===== src/rtl/ps2_rx_axis.sv =====
// PS/2 keyboard receiver: synchronizes and filters the device clock, deserializes
// 11-bit odd-parity frames, tags bytes that follow F0 as releases, and queues them on AXI-stream.
module ps2_rx_axis #(
  parameter int FILTER_LEN     = 8,
  parameter int TIMEOUT_CYCLES = 100000,
  parameter int FIFO_DEPTH     = 4
) (
  input  logic       axis_aclk_i,
  input  logic       axis_aresetn_i,
  input  logic       ps2_clk_i,
  input  logic       ps2_data_i,
  input  logic       m_axis_tready_i,
  output logic       m_axis_tvalid_o,
  output logic [7:0] m_axis_tdata_o,
  output logic       m_axis_flag_o,
  output logic       frame_err_o,
  output logic       overflow_o
);

  localparam int FW = $clog2(FILTER_LEN + 1);
  localparam int TW = $clog2(TIMEOUT_CYCLES + 1);
  localparam int AW = $clog2(FIFO_DEPTH);
  localparam int PW = AW + 1;

  typedef enum logic [2:0] {IDLE, SHIFT, PARITY, STOP, DONE} state_t;

  logic          r_clk_s1, r_clk_s2, r_dat_s1, r_dat_s2;
  logic          r_kclk_f, r_kclk_q, r_fall;
  logic [FW-1:0] r_filt_cnt;
  logic [TW-1:0] r_to_cnt;
  logic [2:0]    r_bit_cnt;
  logic [7:0]    r_shift;
  logic          r_par;
  logic          r_rel_pend;
  logic          r_frame_err, r_overflow;
  state_t        r_state, w_state_nx;
  logic          w_err, w_push, w_timeout;
  logic [8:0]    r_mem [FIFO_DEPTH];
  logic [PW-1:0] r_wptr, r_rptr;
  logic          w_empty, w_full, w_pop, w_wr, w_drop;
  logic [8:0]    w_head;

  // Synchronizers, then a level filter: the clock only moves after FILTER_LEN agreeing samples
  always_ff @(posedge axis_aclk_i or negedge axis_aresetn_i) begin
    if (!axis_aresetn_i) begin
      r_clk_s1   <= 1'b1;
      r_clk_s2   <= 1'b1;
      r_dat_s1   <= 1'b1;
      r_dat_s2   <= 1'b1;
      r_kclk_f   <= 1'b1;
      r_kclk_q   <= 1'b1;
      r_fall     <= 1'b0;
      r_filt_cnt <= '0;
    end else begin
      r_clk_s1 <= ps2_clk_i;
      r_clk_s2 <= r_clk_s1;
      r_dat_s1 <= ps2_data_i;
      r_dat_s2 <= r_dat_s1;
      if (r_clk_s2 == r_kclk_f) begin
        r_filt_cnt <= '0;
      end else if (r_filt_cnt == FW'(FILTER_LEN - 1)) begin
        r_kclk_f   <= r_clk_s2;
        r_filt_cnt <= '0;
      end else begin
        r_filt_cnt <= r_filt_cnt + 1'b1;
      end
      r_kclk_q <= r_kclk_f;
      r_fall   <= r_kclk_q & ~r_kclk_f;
    end
  end

  assign w_timeout = (r_to_cnt >= TW'(TIMEOUT_CYCLES));

  always_comb begin
    w_state_nx = r_state;
    w_err      = 1'b0;
    w_push     = 1'b0;
    unique case (r_state)
      IDLE:   if (r_fall && !r_dat_s2) w_state_nx = SHIFT;
      SHIFT: begin
        if (w_timeout) begin
          w_state_nx = IDLE;
          w_err      = 1'b1;
        end else if (r_fall && r_bit_cnt == 3'd7) begin
          w_state_nx = PARITY;
        end
      end
      PARITY: begin
        if (w_timeout) begin
          w_state_nx = IDLE;
          w_err      = 1'b1;
        end else if (r_fall) begin
          w_state_nx = STOP;
        end
      end
      STOP: begin
        if (w_timeout) begin
          w_state_nx = IDLE;
          w_err      = 1'b1;
        end else if (r_fall) begin
          if (r_dat_s2 && (^{r_shift, r_par})) begin
            w_state_nx = DONE;
          end else begin
            w_state_nx = IDLE;
            w_err      = 1'b1;
          end
        end
      end
      DONE: begin
        w_push     = (r_shift != 8'hF0);
        w_state_nx = IDLE;
      end
      default: w_state_nx = IDLE;
    endcase
  end

  always_ff @(posedge axis_aclk_i or negedge axis_aresetn_i) begin
    if (!axis_aresetn_i) begin
      r_state     <= IDLE;
      r_bit_cnt   <= '0;
      r_to_cnt    <= '0;
      r_rel_pend  <= 1'b0;
      r_frame_err <= 1'b0;
    end else begin
      r_state     <= w_state_nx;
      r_frame_err <= w_err;
      if (r_state == IDLE || r_fall) r_to_cnt <= '0;
      else                           r_to_cnt <= r_to_cnt + 1'b1;
      if (r_state == IDLE)                r_bit_cnt <= '0;
      else if (r_state == SHIFT && r_fall) r_bit_cnt <= r_bit_cnt + 1'b1;
      if (r_state == DONE) r_rel_pend <= (r_shift == 8'hF0);
    end
  end

  // Byte assembly: LSB arrives first, so each new bit enters at the top
  always_ff @(posedge axis_aclk_i) begin
    if (r_state == SHIFT && r_fall && !w_timeout)  r_shift <= {r_dat_s2, r_shift[7:1]};
    if (r_state == PARITY && r_fall && !w_timeout) r_par   <= r_dat_s2;
    if (w_wr) r_mem[r_wptr[AW-1:0]] <= {r_rel_pend, r_shift};
  end

  assign w_empty = (r_wptr == r_rptr);
  assign w_full  = (r_wptr[AW] != r_rptr[AW]) && (r_wptr[AW-1:0] == r_rptr[AW-1:0]);
  assign w_pop   = ~w_empty & m_axis_tready_i;
  assign w_wr    = w_push & (~w_full | w_pop);
  assign w_drop  = w_push & w_full & ~w_pop;
  assign w_head  = w_empty ? 9'h000 : r_mem[r_rptr[AW-1:0]];

  always_ff @(posedge axis_aclk_i or negedge axis_aresetn_i) begin
    if (!axis_aresetn_i) begin
      r_wptr     <= '0;
      r_rptr     <= '0;
      r_overflow <= 1'b0;
    end else begin
      if (w_wr)  r_wptr <= r_wptr + 1'b1;
      if (w_pop) r_rptr <= r_rptr + 1'b1;
      r_overflow <= w_drop;
    end
  end

  assign m_axis_tvalid_o = ~w_empty;
  assign m_axis_tdata_o  = w_head[7:0];
  assign m_axis_flag_o   = w_head[8];
  assign frame_err_o     = r_frame_err;
  assign overflow_o      = r_overflow;

endmodule

===== config.mk =====
export PLATFORM = sky130hd
export DESIGN_NAME = ps2_rx_axis
export DESIGN_NICKNAME = d
export VERILOG_FILES = /design/src/rtl/ps2_rx_axis.sv
export SDC_FILE = /design/constraint.sdc
export NUM_CORES = 1
export LEC_CHECK = 0
export ABC_CLOCK_PERIOD_IN_PS = 2870
export CAP_MARGIN = 20
export CORE_ASPECT_RATIO = 1.25
export CORE_MARGIN = 3
export CORE_UTILIZATION = 59
export DETAILED_ROUTE_END_ITERATION = 10
export PLACE_DENSITY = 0.89
export SETUP_SLACK_MARGIN = 0.4
export SYNTH_ARGS = -nofsm -noshare
export SYNTH_HDL_FRONTEND = slang
export SYNTH_SLANG_ARGS = --single-unit
export TNS_END_PERCENT = 5

===== constraint.sdc =====
create_clock -name axis_aclk_i -period 2.87 [get_ports axis_aclk_i]
set_clock_uncertainty 0.05 [all_clocks]
set_input_delay 0.287 -clock axis_aclk_i [delete_from_list [all_inputs] [get_ports axis_aclk_i]]
set_output_delay 0.287 -clock axis_aclk_i [all_outputs]
set_load 0.01 [all_outputs]

# [Word level (Yosys, flattened, before mapping)]
# Memory sizes are Yosys's and may differ from the RTL's.
# Cells that the tools add are included.
# W data, S select, Z words.
[op_classes] n_bitwise=11 addsub=5 n_lt_le_gt_ge=1 eq_ne=16 mux=23 n_reduce_logical=17
[op_table] operator="$mux W3" count=10
[op_table] operator="$add A17 B1 Y17 const B" count=1
[op_table] operator="$ge A17 B17 Y1 const B" count=1
[op_table] operator="$mux W17" count=1
[op_table] operator="$pmux W3 S4" count=1
[op_table] operator="$add A3 B1 Y3 const B" count=3
[op_table] operator="$mux W9" count=1
[op_table] operator="$ne A3 B3 Y1 const B" count=3
[op_table] operator="$reduce_xor A9 Y1" count=1
[op_table] operator="$eq A8 B8 Y1 const B" count=1
[op_table] operator="$logic_and A1 B1 Y1" count=8
[op_table] operator="$mux W4" count=2
[op_table] operator="$ne A8 B8 Y1 const B" count=1
[op_table] operator="$mux W1" count=7
[op_table] operator="$eq A3 B2 Y1 const B" count=2
[op_table] operator="$eq A3 B3 Y1 const B" count=2
[op_table] operator="$and A1 B1 Y1" count=5
[op_table] operator="$not A1 Y1" count=5
[op_table] operator="$add A4 B1 Y4 const B" count=1
[op_table] operator="$eq A4 B3 Y1 const B" count=1
[op_table] operator="$reduce_and A4 Y1" count=1
[op_table] operator="$eq A3 B1 Y1 const B" count=1
[op_table] operator="$eq A3 B3 Y1" count=1
[op_table] operator="$logic_not A3 Y1" count=1
[op_table] operator="11 further kinds" count=12
[totals] regBits=52 n_memories=1 out_inout_bits=12 input_bits=5 ramBits=36 wordCells=92
[memory_table] memory="r_mem" words=4 width=9 read_ports=1 rd_clocked_by_memory_dff=0 wr=1 line="38" text="logic [8:0] r_mem [FIFO_DEPTH];"

# [Depth between registers and ports, before layout]
# Gate-level depths: netlist of the first run.
[depth] depth_word=7 mapped_depth=6

# [Worst setup path before layout of the first run]
# No wires, ideal clock.
[synth_path] kind="register to register" start="register r_to_cnt[6]" end="register r_shift[0] (enable)" path_buffers=0 setup_time_ns=0.385 arrival_time_ns=1.912 required_ns=2.435 slack_ns=0.522 stages_incl_launch_ff=6 path_cell_list="dfrtp_1 -> o21a_1 -> o211ai_1 -> a21oi_1 -> or3b_1 -> nor3b_1"
[synth_between] elab_chain_cells=3
[synth_rtl] item="start: declaration" line="30" text="logic [TW-1:0] r_to_cnt;"
[synth_rtl] item="start signal: assignment" line="128" text="else r_to_cnt <= r_to_cnt + 1'b1;"
[synth_rtl] item="$ge A17 B17 Y1" line="72" text="assign w_timeout = (r_to_cnt >= TW'(TIMEOUT_CYCLES));"
[synth_rtl] item="$logic_not A1 Y1" line="137" text="if (r_state == SHIFT && r_fall && !w_timeout) r_shift <= {r_dat_s2, r_shift[7:1]};"
[synth_rtl] item="$logic_and A1 B1 Y1" line="137"
[synth_rtl] item="end signal: assignment" line="137"
[synth_rtl] item="end: declaration" line="32" text="logic [7:0] r_shift;"
# No other way between the ends.
# A chain may end at the register's enable or synchronous reset.

# [Worst setup path in the final report of the first run]
[layout_path] start="register r_rptr[0]" end="output port m_axis_tdata_o[7]"
[layout_between] elab_chain_cells=2 elab_cells_between_ends=3 cone_classes="1 x eq/ne; 1 x mux; 1 x memory"
[layout_rtl] item="start: declaration" line="39" text="logic [PW-1:0] r_wptr, r_rptr;"
[layout_rtl] item="start signal: assignment" line="156" text="if (w_pop) r_rptr <= r_rptr + 1'b1;"
[layout_rtl] item="$mem_v2 Z4 W9 / $eq A3 B3 Y1 (equally long branches)"
[layout_rtl] item="$mux W9 (*)" line="147" text="assign w_head = w_empty ? 9'h000 : r_mem[r_rptr[AW-1:0]];"
[layout_rtl] item="end: declaration" line="14" text="output logic [7:0] m_axis_tdata_o,"
# Every way passes the cells marked *; elsewhere a longest branch is shown, timed or not.

==> impl_results.md, run 1 <==
- Status: finished clean
- Fill count: between 400 and 500
- CP max stage cell: mux4_2
- Drt drc: 0
- Syn Area/Cell: about 14 sq um
- Num CTS Buffers: 9
- WL final: 5450 microns
- Yosys top cell area share: 0.359
- Relative max-transition margin: 0.391
- Startpoint Class: register
- # IOs: 17
- Leakage: 1.66 nW
- Library cells used by synthesis: 42
- Ranking of synthesized cells by area: edfxtp_1 36%, dfrtp_1 25%, mux4_2 5.4%
- CP bufs+invs: 2
- Die height: between 90 and 100 microns
- Share of layout cells above drive strength 1: 0.161
- Worst slew pin tran: 0.913 ns
- Die X: 77.4 microns
- Longest Clk Path Bufs: 2
- Total power: 3.33 mW
- Final net count: roughly 300
- Unrepaired setup endpoints after global routing: no
- Crit share post-route: 0.826
- Gpl congestion: 0.703
- CTS Sinks: between 80 and 90
- Die area: 7380 sq um
- Max Cap Viol: 0
- Insertion delay to the later sink of the worst-skew pair: 0.35 ns
- Clock period minus worst slack: 2.37 ns
- FF-to-FF setup slack: approximately 0.79 ns
- CTS H-tree lvls: 3
- CTS tree: yes
- Mapped Area: 3760 sq um
- DPL Wire Length: 3780 microns
- Largest delay share family, worst path: buffers and inverters
- Data required time of the worst path: around 2.5 ns
- P_int: 2.42 mW
- Via density: 5.39
- Clock Pin Slew Worst Setup and Hold Paths: around 0.08 ns
- DRT Pass-1 Iters: 4
- Cells after synthesis: 271
- WL/cell: 14.3 microns
- Sequential fraction of the synthesis area: 0.647
- CTS root buf: clkbuf_8
- Final count of hold timing violations: 0
- YS warnings: 0
- Flip-flop and latch area: 2440 sq um
- Row cnt: 31
- Routed vias: 2,055
- Count leader, synth: edfxtp_1
- Starting density of the core: 0.630
- N_diodes: 0
- Setup tns final: 0 ns
- Worst-path fanout max: 6
- Vias in the first global route: between 2,000 and 2,500
- Worst hold path class: input pin to asynchronous set/reset pin
- Number of enable flip-flop cells after synthesis: 45
- Worst path cell trace: buf_6 > mux4_2 > and2_1 > clkdlybuf4s50_1
- # setup viols final: 0
- Register bit total from synthesis: a little under 90
- Net switching power: around 0.9 mW
- Worst VDD drop: 0.000494 V
- Sequential power share: 0.472
- Power density over the cells: 785 nW/um^2
- Sw Share: 0.274
- Largest area contributor in the netlist: edfxtp_1
- Global route overflow: 0
- Clock share of power: 0.273
- Syn nets: about 290
- Setup crit end kind: primary output
- Max stage delay on crit path: 0.50 ns
- List of most frequent post-synthesis cells: 45 x edfxtp_1, 37 x dfrtp_1, 26 x nor2_1
- Initial antenna violation count: 0
- Critical path class: register to primary output
- Post-synth ARST share: 0.489
- # hold bufs at CTS: 0
- First-pass GRT wire length: 9230 microns
- Comb pwr share: 0.254
- CP Data Arrival Time: 2.03 ns
- Total GRT Usage: 0.165
- Area growth, synth to finish: 12.8%
- Detail Route Antenna Nets: 0
- Largest net degree at the start of global routing: 44
- DRT iter0 DRCs: 110
- Max frequency: roughly 420 MHz
- Synth Flop Type: edfxtp_1
- PortBufs: 16
- Multi-input combinational cell area: about 1300 sq um
- Core area: between 5000 and 6000 sq um
- Pins Over Slew Limit: 0
[kinds of logic after synthesis]
family                     synth area share
DFF                                   0.647
buffers and inverters                0.0173
muxes                                0.0625
xor gates and xnor gates             0.0758
AOI/OAI and AO/OA                    0.0296
and+or+nand+nor                       0.134
adders and majority gates            0.0333
[state kept, by name (all words and copies together) (netlist names), 3 cells and up]
register    count
r_mem          36
r_to_cnt       17
r_filt_cnt      4
r_bit_cnt       3
r_rptr          3
r_wptr          3
r_shift         8
r_state         3
[what timing repair did]
action	4_1_cts	5_1_grt
endpoints found under the setup margin	10	9
pin swaps	0	0
resized for setup	3	1
buffers inserted	1	1
[power by group through the flow]
stage	registers (mW)	logic (mW)	clock network, mW
after detailed placement	1.63	0.790	0
after global placement	1.62	0.769	0
after floorplan	1.54	0.594	0
after global routing	1.59	0.937	0.987
after CTS	1.60	0.823	0.937
final	1.57	0.848	0.911
[per-layer routing]
layer | up-vias | global-route usage | share of wire
met5 | - | 0 | 0
met4 | 0 | 0.0801 | 0.019
met1 | 1005 | 0.183 | 0.41
met2 | 41 | 0.297 | 0.54
li1 | 1000 | - | -
met3 | 9 | 0.0406 | 0.034
[final cells by class]
cell class | count | area share
clock buffers | 9 | 0.0292
clock inverters | 7 | 0.0221
inverters | 9 | 0.00796
multi-input cells | 166 | 0.298
flip-flops and latches | 88 | 0.574
well taps | 82 | 0.0242
repair buffers | 20 | 0.0445
[path summary, 6_finish.rpt]
check	startpoint	endpoint	cells past startpoint
worst min-delay path	axis_aresetn_i	r_to_cnt[5]$_DFF_PN0_	1
min in group axis_aclk_i	ps2_data_i	r_dat_s1$_DFF_PN1_	1
worst min register to register	r_clk_s1$_DFF_PN1_	r_clk_s2$_DFF_PN1_	0
max in group asynchronous	axis_aresetn_i	r_rptr[1]$_DFFE_PN0P_	1
worst max register to register	r_to_cnt[5]$_DFF_PN0_	r_shift[6]$_DFFE_PP_	6
worst max-delay path	r_rptr[0]$_DFFE_PN0P_	m_axis_tdata_o[7]	4
[cells in the final DEF (no fill, tap or decap), types with 2 or more instances in the layout]
cell type and count:
nor3b_1 3, nand2_1 13, edfxtp_1 45, inv_1 9
a21oi_1 7, clkdlybuf4s50_1 15, bufinv_16 2, ha_1 10
o21ai_0 5, buf_4 3, nor2b_1 2, nor2_1 26
xnor2_1 17, nand3_1 9, nor3_1 4, and2_1 10
inv_6 2, xor2_1 13, mux2_2 2, clkbuf_8 9
dfrtp_1 35, o211ai_1 2, and2_2 3, dfstp_2 6
nand4_1 2, and3_1 8, mux4_2 9, nor4_1 2
and4_1 2, dfrtp_2 2
[stage by stage]
| step | util | setup WS [ns] | instances | area (sq um) | hold WS (ns) |
|---|---|---|---|---|---|
| after floorplan | - | 0.522 | 271 | 3760 | -0.0586 |
| after global placement | 0.670 | 0.629 | 363 | 4000 | 0.299 |
| after detailed placement | 0.670 | 0.622 | 363 | 4000 | 0.298 |
| after CTS | 0.709 | 0.440 | 380 | 4230 | 0.0346 |
| after global routing | 0.711 | 0.408 | 381 | 4250 | 0.0714 |
| final | 0.711 | 0.499 | 381 | 4250 | 0.0189 |
Power figures use the tool's default switching activity.
==> run 2, diff against run 1 <==
--- a/config.mk
+++ b/config.mk
@@ -5,13 +5,13 @@
 export SDC_FILE = /design/constraint.sdc
 export NUM_CORES = 1
 export LEC_CHECK = 0
-export ABC_CLOCK_PERIOD_IN_PS = 2870
+export ABC_CLOCK_PERIOD_IN_PS = 2000
 export CAP_MARGIN = 20
 export CORE_ASPECT_RATIO = 1.25
 export CORE_MARGIN = 3
-export CORE_UTILIZATION = 59
+export CORE_UTILIZATION = 54
 export DETAILED_ROUTE_END_ITERATION = 10
-export PLACE_DENSITY = 0.89
+export PLACE_DENSITY = 0.86
 export SETUP_SLACK_MARGIN = 0.4
 export SYNTH_ARGS = -nofsm -noshare
 export SYNTH_HDL_FRONTEND = slang
==> constraint.sdc (replaced) <==
create_clock -name axis_aclk_i -period 2 [get_ports axis_aclk_i]
set_clock_uncertainty 0.05 [all_clocks]
set_input_delay 0.2 -clock axis_aclk_i [delete_from_list [all_inputs] [get_ports axis_aclk_i]]
set_output_delay 0.2 -clock axis_aclk_i [all_outputs]
set_load 0.01 [all_outputs]
==> impl_results.md, run 2 (synthesized netlist as in run 1, its figures left out) <==
- Die height: 99.3 microns (was 95.3 microns)
- Max reg flops: 36 (unchanged)
- Longest Clk Path Bufs: 2 (unchanged)
- Commonest non-fill, non-tap cell in the layout: edfxtp_1 (unchanged)
- Die X: 80.7 microns (was 77.4 microns)
- Share of layout cells above drive strength 1: 0.324 (was 0.161)
- First-pass GRT wire length: 11,500 microns (was 9230 microns)
- Die area: 8010 sq um (was 7380 sq um)
- Max Cap Viol: 0 (unchanged)
- Via density: 5.46 (was 5.39)
- Global route overflow: 0 (unchanged)
- Detail Route Antenna Nets: 0 (unchanged)
- DRT Pass-1 Iters: 4 (unchanged)
- Non-filler instance count after layout: 414 (was 381)
- Vias in the first global route: 2,463 (was 2,038)
- Max stage delay on crit path: 0.45 ns (was 0.50 ns)
- Worst slew pin tran: 0.500 ns (was 0.913 ns)
- Relative max-transition margin: 0.664 (was 0.391)
- PortBufs: 16 (unchanged)
- Starting density of the core: 0.566 (was 0.630)
- Dpl ws: -0.00643 ns (was 0.622 ns)
- Worst path cell trace: buf_6 > xor2_4 > nor2_4 > nand2_4 > buf_6 > and2_1 > buf_2 (was buf_6 > mux4_2 > and2_1 > clkdlybuf4s50_1)
- Fill count: 425 (was 414)
- Drt drc: 0 (unchanged)
- Cells after DPL: 390 (was 363)
- Clock Pin Slew Worst Setup and Hold Paths: 0.09 ns (was 0.08 ns)
- Gpl congestion: 0.772 (was 0.703)
- DPL Wire Length: 4430 microns (was 3780 microns)
- CP max stage cell: dfrtp_2 (was mux4_2)
- Top cell by count, worst path: buf_6
- Worst hold path class: input pin to register (was input pin to asynchronous set/reset pin)
- Startpoint Class: register (unchanged)
- # setup viols final: 15 (was 0)
- CP Data Arrival Time: 1.78 ns (was 2.03 ns)
- Final net count: 337 (was 309)
- Clock period minus worst slack: 2.03 ns
- CTS H-tree lvls: 3 (unchanged)
- Data required time of the worst path: 1.75 ns (was 2.53 ns)
- Critical path class: register to primary output (unchanged)
- Min Hold Slack: 0.202 ns (was 0.0189 ns)
- Num CTS Buffers: 9 (unchanged)
- Max frequency: 493 MHz
- Pins Over Slew Limit: 0 (unchanged)
- Status: finished with violations (was finished clean)
- Final WS setup: -0.0268 ns (was 0.499 ns)
- Routed vias: 2,260 (was 2,055)
- Unrepaired setup endpoints after global routing: yes (was no)
- Power density over the cells: 1110 nW/um^2 (was 785 nW/um^2)
- Crit share post-route: 1.01
- Setup crit end kind: primary output (unchanged)
- # IOs: 17 (unchanged)
- CTS tree: yes (unchanged)
- Final count of hold timing violations: 0 (unchanged)
- DRT iter0 DRCs: 110 (unchanged)
- Fin util: 0.695 (was 0.711)
- Initial antenna violation count: 0 (unchanged)
- WL final: 7040 microns (was 5450 microns)
- WL/cell: 17.0 microns (was 14.3 microns)
- N_diodes: 0 (unchanged)
- CTS root buf: clkbuf_8 (unchanged)
- Most frequent cells in the layout: 45 x edfxtp_1, 36 x dfrtp_1, 25 x nor2_1 (was 45 x edfxtp_1, 35 x dfrtp_1, 26 x nor2_1)
- Core area: 6650 sq um (was 5970 sq um)
- Total GRT Usage: 0.192 (was 0.165)
- Area growth, synth to finish: 22.8% (was 12.8%)
- Insertion delay to the later sink of the worst-skew pair: 0.35 ns (about the same)
- Worst VDD drop: 0.000710 V (was 0.000494 V)
- Row cnt: 33 (was 31)
- Failing checks: negative setup slack
- Worst-path fanout max: 8 (was 6)
- CTS Sinks: 88 (unchanged)
- Leakage: 1.88 nW (was 1.66 nW)
- Largest net degree at the start of global routing: 18 (was 44)
run 2: worst paths after layout:
check	from	end	slack [ns]	cells after the start
hold / removal	ps2_data_i	r_dat_s1$_DFF_PN1_	0.20	1
max in group asynchronous	axis_aresetn_i	r_dat_s2$_DFF_PN1_	1.08	3
setup / recovery	r_rptr[0]$_DFFE_PN0P_	m_axis_tdata_o[0]	-0.03	7
hold reg to reg	r_dat_s1$_DFF_PN1_	r_dat_s2$_DFF_PN1_	0.31	0
min in group asynchronous	axis_aresetn_i	r_bit_cnt[0]$_DFFE_PN0P_	0.22	2
setup reg to reg	r_to_cnt[5]$_DFF_PN0_	r_shift[0]$_DFFE_PP_	-0.02	6
run 2: routing by layer:
layer	routed length, microns	up-vias	global-route usage
met5	0	-	0
met4	112	0	0.0702
met3	208	10	0.0435
met2	4080	40	0.355
met1	2640	1154	0.212
li1	-	1056	-
run 2: cell type report:
type / instances / area (sq um) / area share
tap: 87 / 109 / 0.0236
multi-input combinational: 166 / 1420 / 0.307
timing repair buffer: 48 / 453 / 0.0980
sequential: 88 / 2440 / 0.527
clock buffer: 10 / 128 / 0.0276
clock inverter: 6 / 45.0 / 0.00975
inverter: 9 / 33.8 / 0.00731
run 2: report_power, final:
group / switching, mW / internal [mW]
logic: 0.810 / 1.01
registers: 0.128 / 2.08
clock network: 0.627 / 0.456
total: 1.56 / 3.55
run 2: critical path, delay by kind of cell, from the launching register on:
kind | cells | cell delay, ns
xor gates and xnor gates | 1 | 0.16
DFF | 1 | 0.45
and+or+nand+nor | 3 | 0.40
buffers and inverters | 3 | 0.42
run 2: metrics by stage:
step	cell area (sq um)	setup TNS, ns	power [mW]
6_report	4620	-0.206	5.12
5_1_grt	4620	-1.21	5.36
4_1_cts	4460	-0.128	4.85
3_5_place_dp	4200	-0.0447	3.69
3_3_place_gp	4200	0	3.63
2_1_floorplan	3780	0	3.09
run 2: repair_timing:
item                                    CTS  global route
endpoints found under the setup margin   63            67
pin swaps                                10            27
buffers inserted                          6             0
resized for setup                        55            36
hold buffers                              1             0
endpoints found under the hold margin    12             0
cloned                                    1             0
==> run 3, diff against run 2 <==
--- a/config.mk
+++ b/config.mk
@@ -7,9 +7,10 @@
 export LEC_CHECK = 0
 export ABC_CLOCK_PERIOD_IN_PS = 2000
 export CAP_MARGIN = 20
-export CORE_ASPECT_RATIO = 1.25
+export CORE_ASPECT_RATIO = 0.75
 export CORE_MARGIN = 3
 export CORE_UTILIZATION = 54
+export CTS_CLUSTER_SIZE = 40
 export DETAILED_ROUTE_END_ITERATION = 10
 export PLACE_DENSITY = 0.86
 export SETUP_SLACK_MARGIN = 0.4
==> impl_results.md, run 3 (synthesized netlist as in run 1, its figures left out) <==
- Leakage: 1.84 nW (was 1.88 nW)
- Die X: 102 microns (was 80.7 microns)
- Core area: 6540 sq um (was 6650 sq um)
- Most frequent cells in the layout: 45 x edfxtp_1, 37 x dfrtp_1, 25 x nor2_1 (was 45 x edfxtp_1, 36 x dfrtp_1, 25 x nor2_1)
- Levels on crit path: 4 (was 7)
- Unrepaired setup endpoints after global routing: yes (unchanged)
- Worst VDD drop: 0.000513 V (was 0.000710 V)
- Initial antenna violation count: 0 (unchanged)
- Largest delay share family, worst path: multiplexers (was flip-flops)
- Die area: 8020 sq um (was 8010 sq um)
- N_diodes: 0 (unchanged)
- WL/cell: 16.4 microns (was 17.0 microns)
- # setup viols final: 0 (was 15)
- Dpl ws: -0.00116 ns (was -0.00643 ns)
- DRT iter0 DRCs: 135 (was 110)
- Via density: 5.50 (was 5.46)
- Worst-path fanout max: 7 (was 8)
- WL final: 6630 microns (was 7040 microns)
- Worst slew pin tran: 0.525 ns (was 0.500 ns)
- Clock Pin Slew Worst Setup and Hold Paths: 0.09 ns (about the same)
- Worst hold path depth: 1 (unchanged)
- Max Cap Viol: 0 (unchanged)
- # IOs: 17 (unchanged)
- Commonest non-fill, non-tap cell in the layout: edfxtp_1 (unchanged)
- Startpoint Class: register (unchanged)
- Worst path cell trace: buf_12 > mux4_2 > and2_1 > buf_2 (was buf_6 > xor2_4 > nor2_4 > nand2_4 > buf_6 > and2_1 > buf_2)
- Final net count: 333 (was 337)
- Max reg flops: 36 (unchanged)
- Worst hold path class: input pin to register (unchanged)
- Largest net degree at the start of global routing: 25 (was 18)
- CTS tree: yes (unchanged)
- Max stage delay on crit path: 0.51 ns (was 0.45 ns)
- PortBufs: 16 (unchanged)
- Global route overflow: 0 (unchanged)
- Placed Instance Area: 4170 sq um (was 4200 sq um)
- Row cnt: 25 (was 33)
- Total GRT Usage: 0.180 (was 0.192)
- Critical path class: register to primary output (unchanged)
- Data required time of the worst path: 1.75 ns (about the same)
- Status: finished clean (was finished with violations)
- Relative max-transition margin: 0.650 (was 0.664)
- Crit share post-route: 0.989 (was 1.01)
- Max frequency: 505 MHz (was 493 MHz)
- Gpl congestion: 0.850 (was 0.772)
- Cells after DPL: 381 (was 390)
- Final instance area: 4520 sq um (was 4620 sq um)
- Area growth, synth to finish: 20.1% (was 22.8%)
- CTS root buf: clkbuf_8 (unchanged)
- CP Data Arrival Time: 1.73 ns (was 1.78 ns)
- DRT Pass-1 Iters: 4 (unchanged)
- Routed vias: 2,224 (was 2,260)
- Drt drc: 0 (unchanged)
- CP max stage cell: mux4_2 (was dfrtp_2)
- Final WS setup: 0.0217 ns (was -0.0268 ns)
- Vias in the first global route: 2,303 (was 2,463)
- Die height: 78.3 microns (was 99.3 microns)
- CTS H-tree lvls: 3 (unchanged)
- Detail Route Antenna Nets: 0 (unchanged)
- Longest Clk Path Bufs: 2 (unchanged)
- Insertion delay to the later sink of the worst-skew pair: 0.35 ns (about the same)
- Power density over the cells: 1110 nW/um^2 (about the same)
- DPL Wire Length: 4440 microns (was 4430 microns)
- First-pass GRT wire length: 11,000 microns (was 11,500 microns)
- Non-filler instance count after layout: 404 (was 414)
- Final count of hold timing violations: 0 (unchanged)
- Worst Reg-to-Reg Cells: 6 (unchanged)
- Num CTS Buffers: 9 (unchanged)
- Share of layout cells above drive strength 1: 0.307 (was 0.324)
- Setup crit end kind: primary output (unchanged)
- CP bufs+invs: 2 (was 3)
- CTS Sinks: 88 (unchanged)
- Setup tns final: 0 ns (was -0.206 ns)
- Min Hold Slack: 0.198 ns (was 0.202 ns)
- Starting density of the core: 0.576 (was 0.566)
- Pins Over Slew Limit: 0 (unchanged)
- Clock period minus worst slack: 1.98 ns (was 2.03 ns)
run 3: cell types whose count changed in the layout (fill, tap and decap cells not counted), sizes merged:
cell and delta:
buf -6, bufinv +1, clkbuf -1, dlygate4sd2 +1, nand2 +1
run 3: worst paths after layout:
path / startpoint / to / slack (ns)
max in group asynchronous: axis_aresetn_i / r_dat_s1$_DFF_PN1_ / 0.97
worst max register to register: r_to_cnt[5]$_DFF_PN0_ / r_shift[3]$_DFFE_PP_ / 0.07
worst min-delay path: ps2_clk_i / r_clk_s1$_DFF_PN1_ / 0.20
worst min register to register: r_dat_s1$_DFF_PN1_ / r_dat_s2$_DFF_PN1_ / 0.31
worst max-delay path: r_rptr[0]$_DFFE_PN0P_ / m_axis_tdata_o[2] / 0.02
min in group asynchronous: axis_aresetn_i / r_to_cnt[0]$_DFF_PN0_ / 0.30
run 3: routing by layer:
metal / GRT usage / wire length [microns] / vias to the layer above / part of all wire
met1: 0.243 / 2960 / 1121 / 0.45
met5: 0 / 0 / - / 0
met2: 0.285 / 3300 / 42 / 0.50
met3: 0.0462 / 280 / 11 / 0.042
li1: - / - / 1050 / -
met4: 0.0616 / 82 / 0 / 0.012
run 3: metrics by stage:
step	power, mW	util
6_report	5.01	0.691
5_1_grt	5.27	0.691
4_1_cts	4.82	0.672
3_5_place_dp	3.68	0.638
3_3_place_gp	3.61	0.638
2_1_floorplan	3.09	-
run 3: power by group:
| part | internal, mW | total [mW] | leakage (nW) | switching [mW] |
|---|---|---|---|---|
| logic | 0.865 | 1.60 | 0.792 | 0.738 |
| registers | 2.08 | 2.22 | 0.958 | 0.137 |
| clock network | 0.574 | 1.19 | 0.0893 | 0.617 |
run 3: worst reg2reg max path, cell delays in order (launching register included):
cell and delay, ns:
dfrtp_1 0.39, o21a_1 0.18, o211ai_1 0.17, a21oi_1 0.11, or3b_4 0.41, nor3b_4 0.19, buf_6 0.15
run 3: repair_timing:
| action | CTS | global route |
|---|---|---|
| endpoints found under the setup margin | 64 | 74 |
| gates cloned | 0 | 1 |
| setup buffers | 5 | 0 |
| hold endpoints to repair | 18 | 0 |
| hold buffers | 1 | 0 |
| resized for setup | 44 | 31 |
| pin swaps | 11 | 23 |
run 3: cell type report:
class	instances	area (sq um)
clock buffer	9	124
clock inverter	7	70.1
fill	424	2020
inverter	9	33.8
multi-input combinational	167	1380
sequential	88	2430
tap	81	101
timing repair buffer	43	375
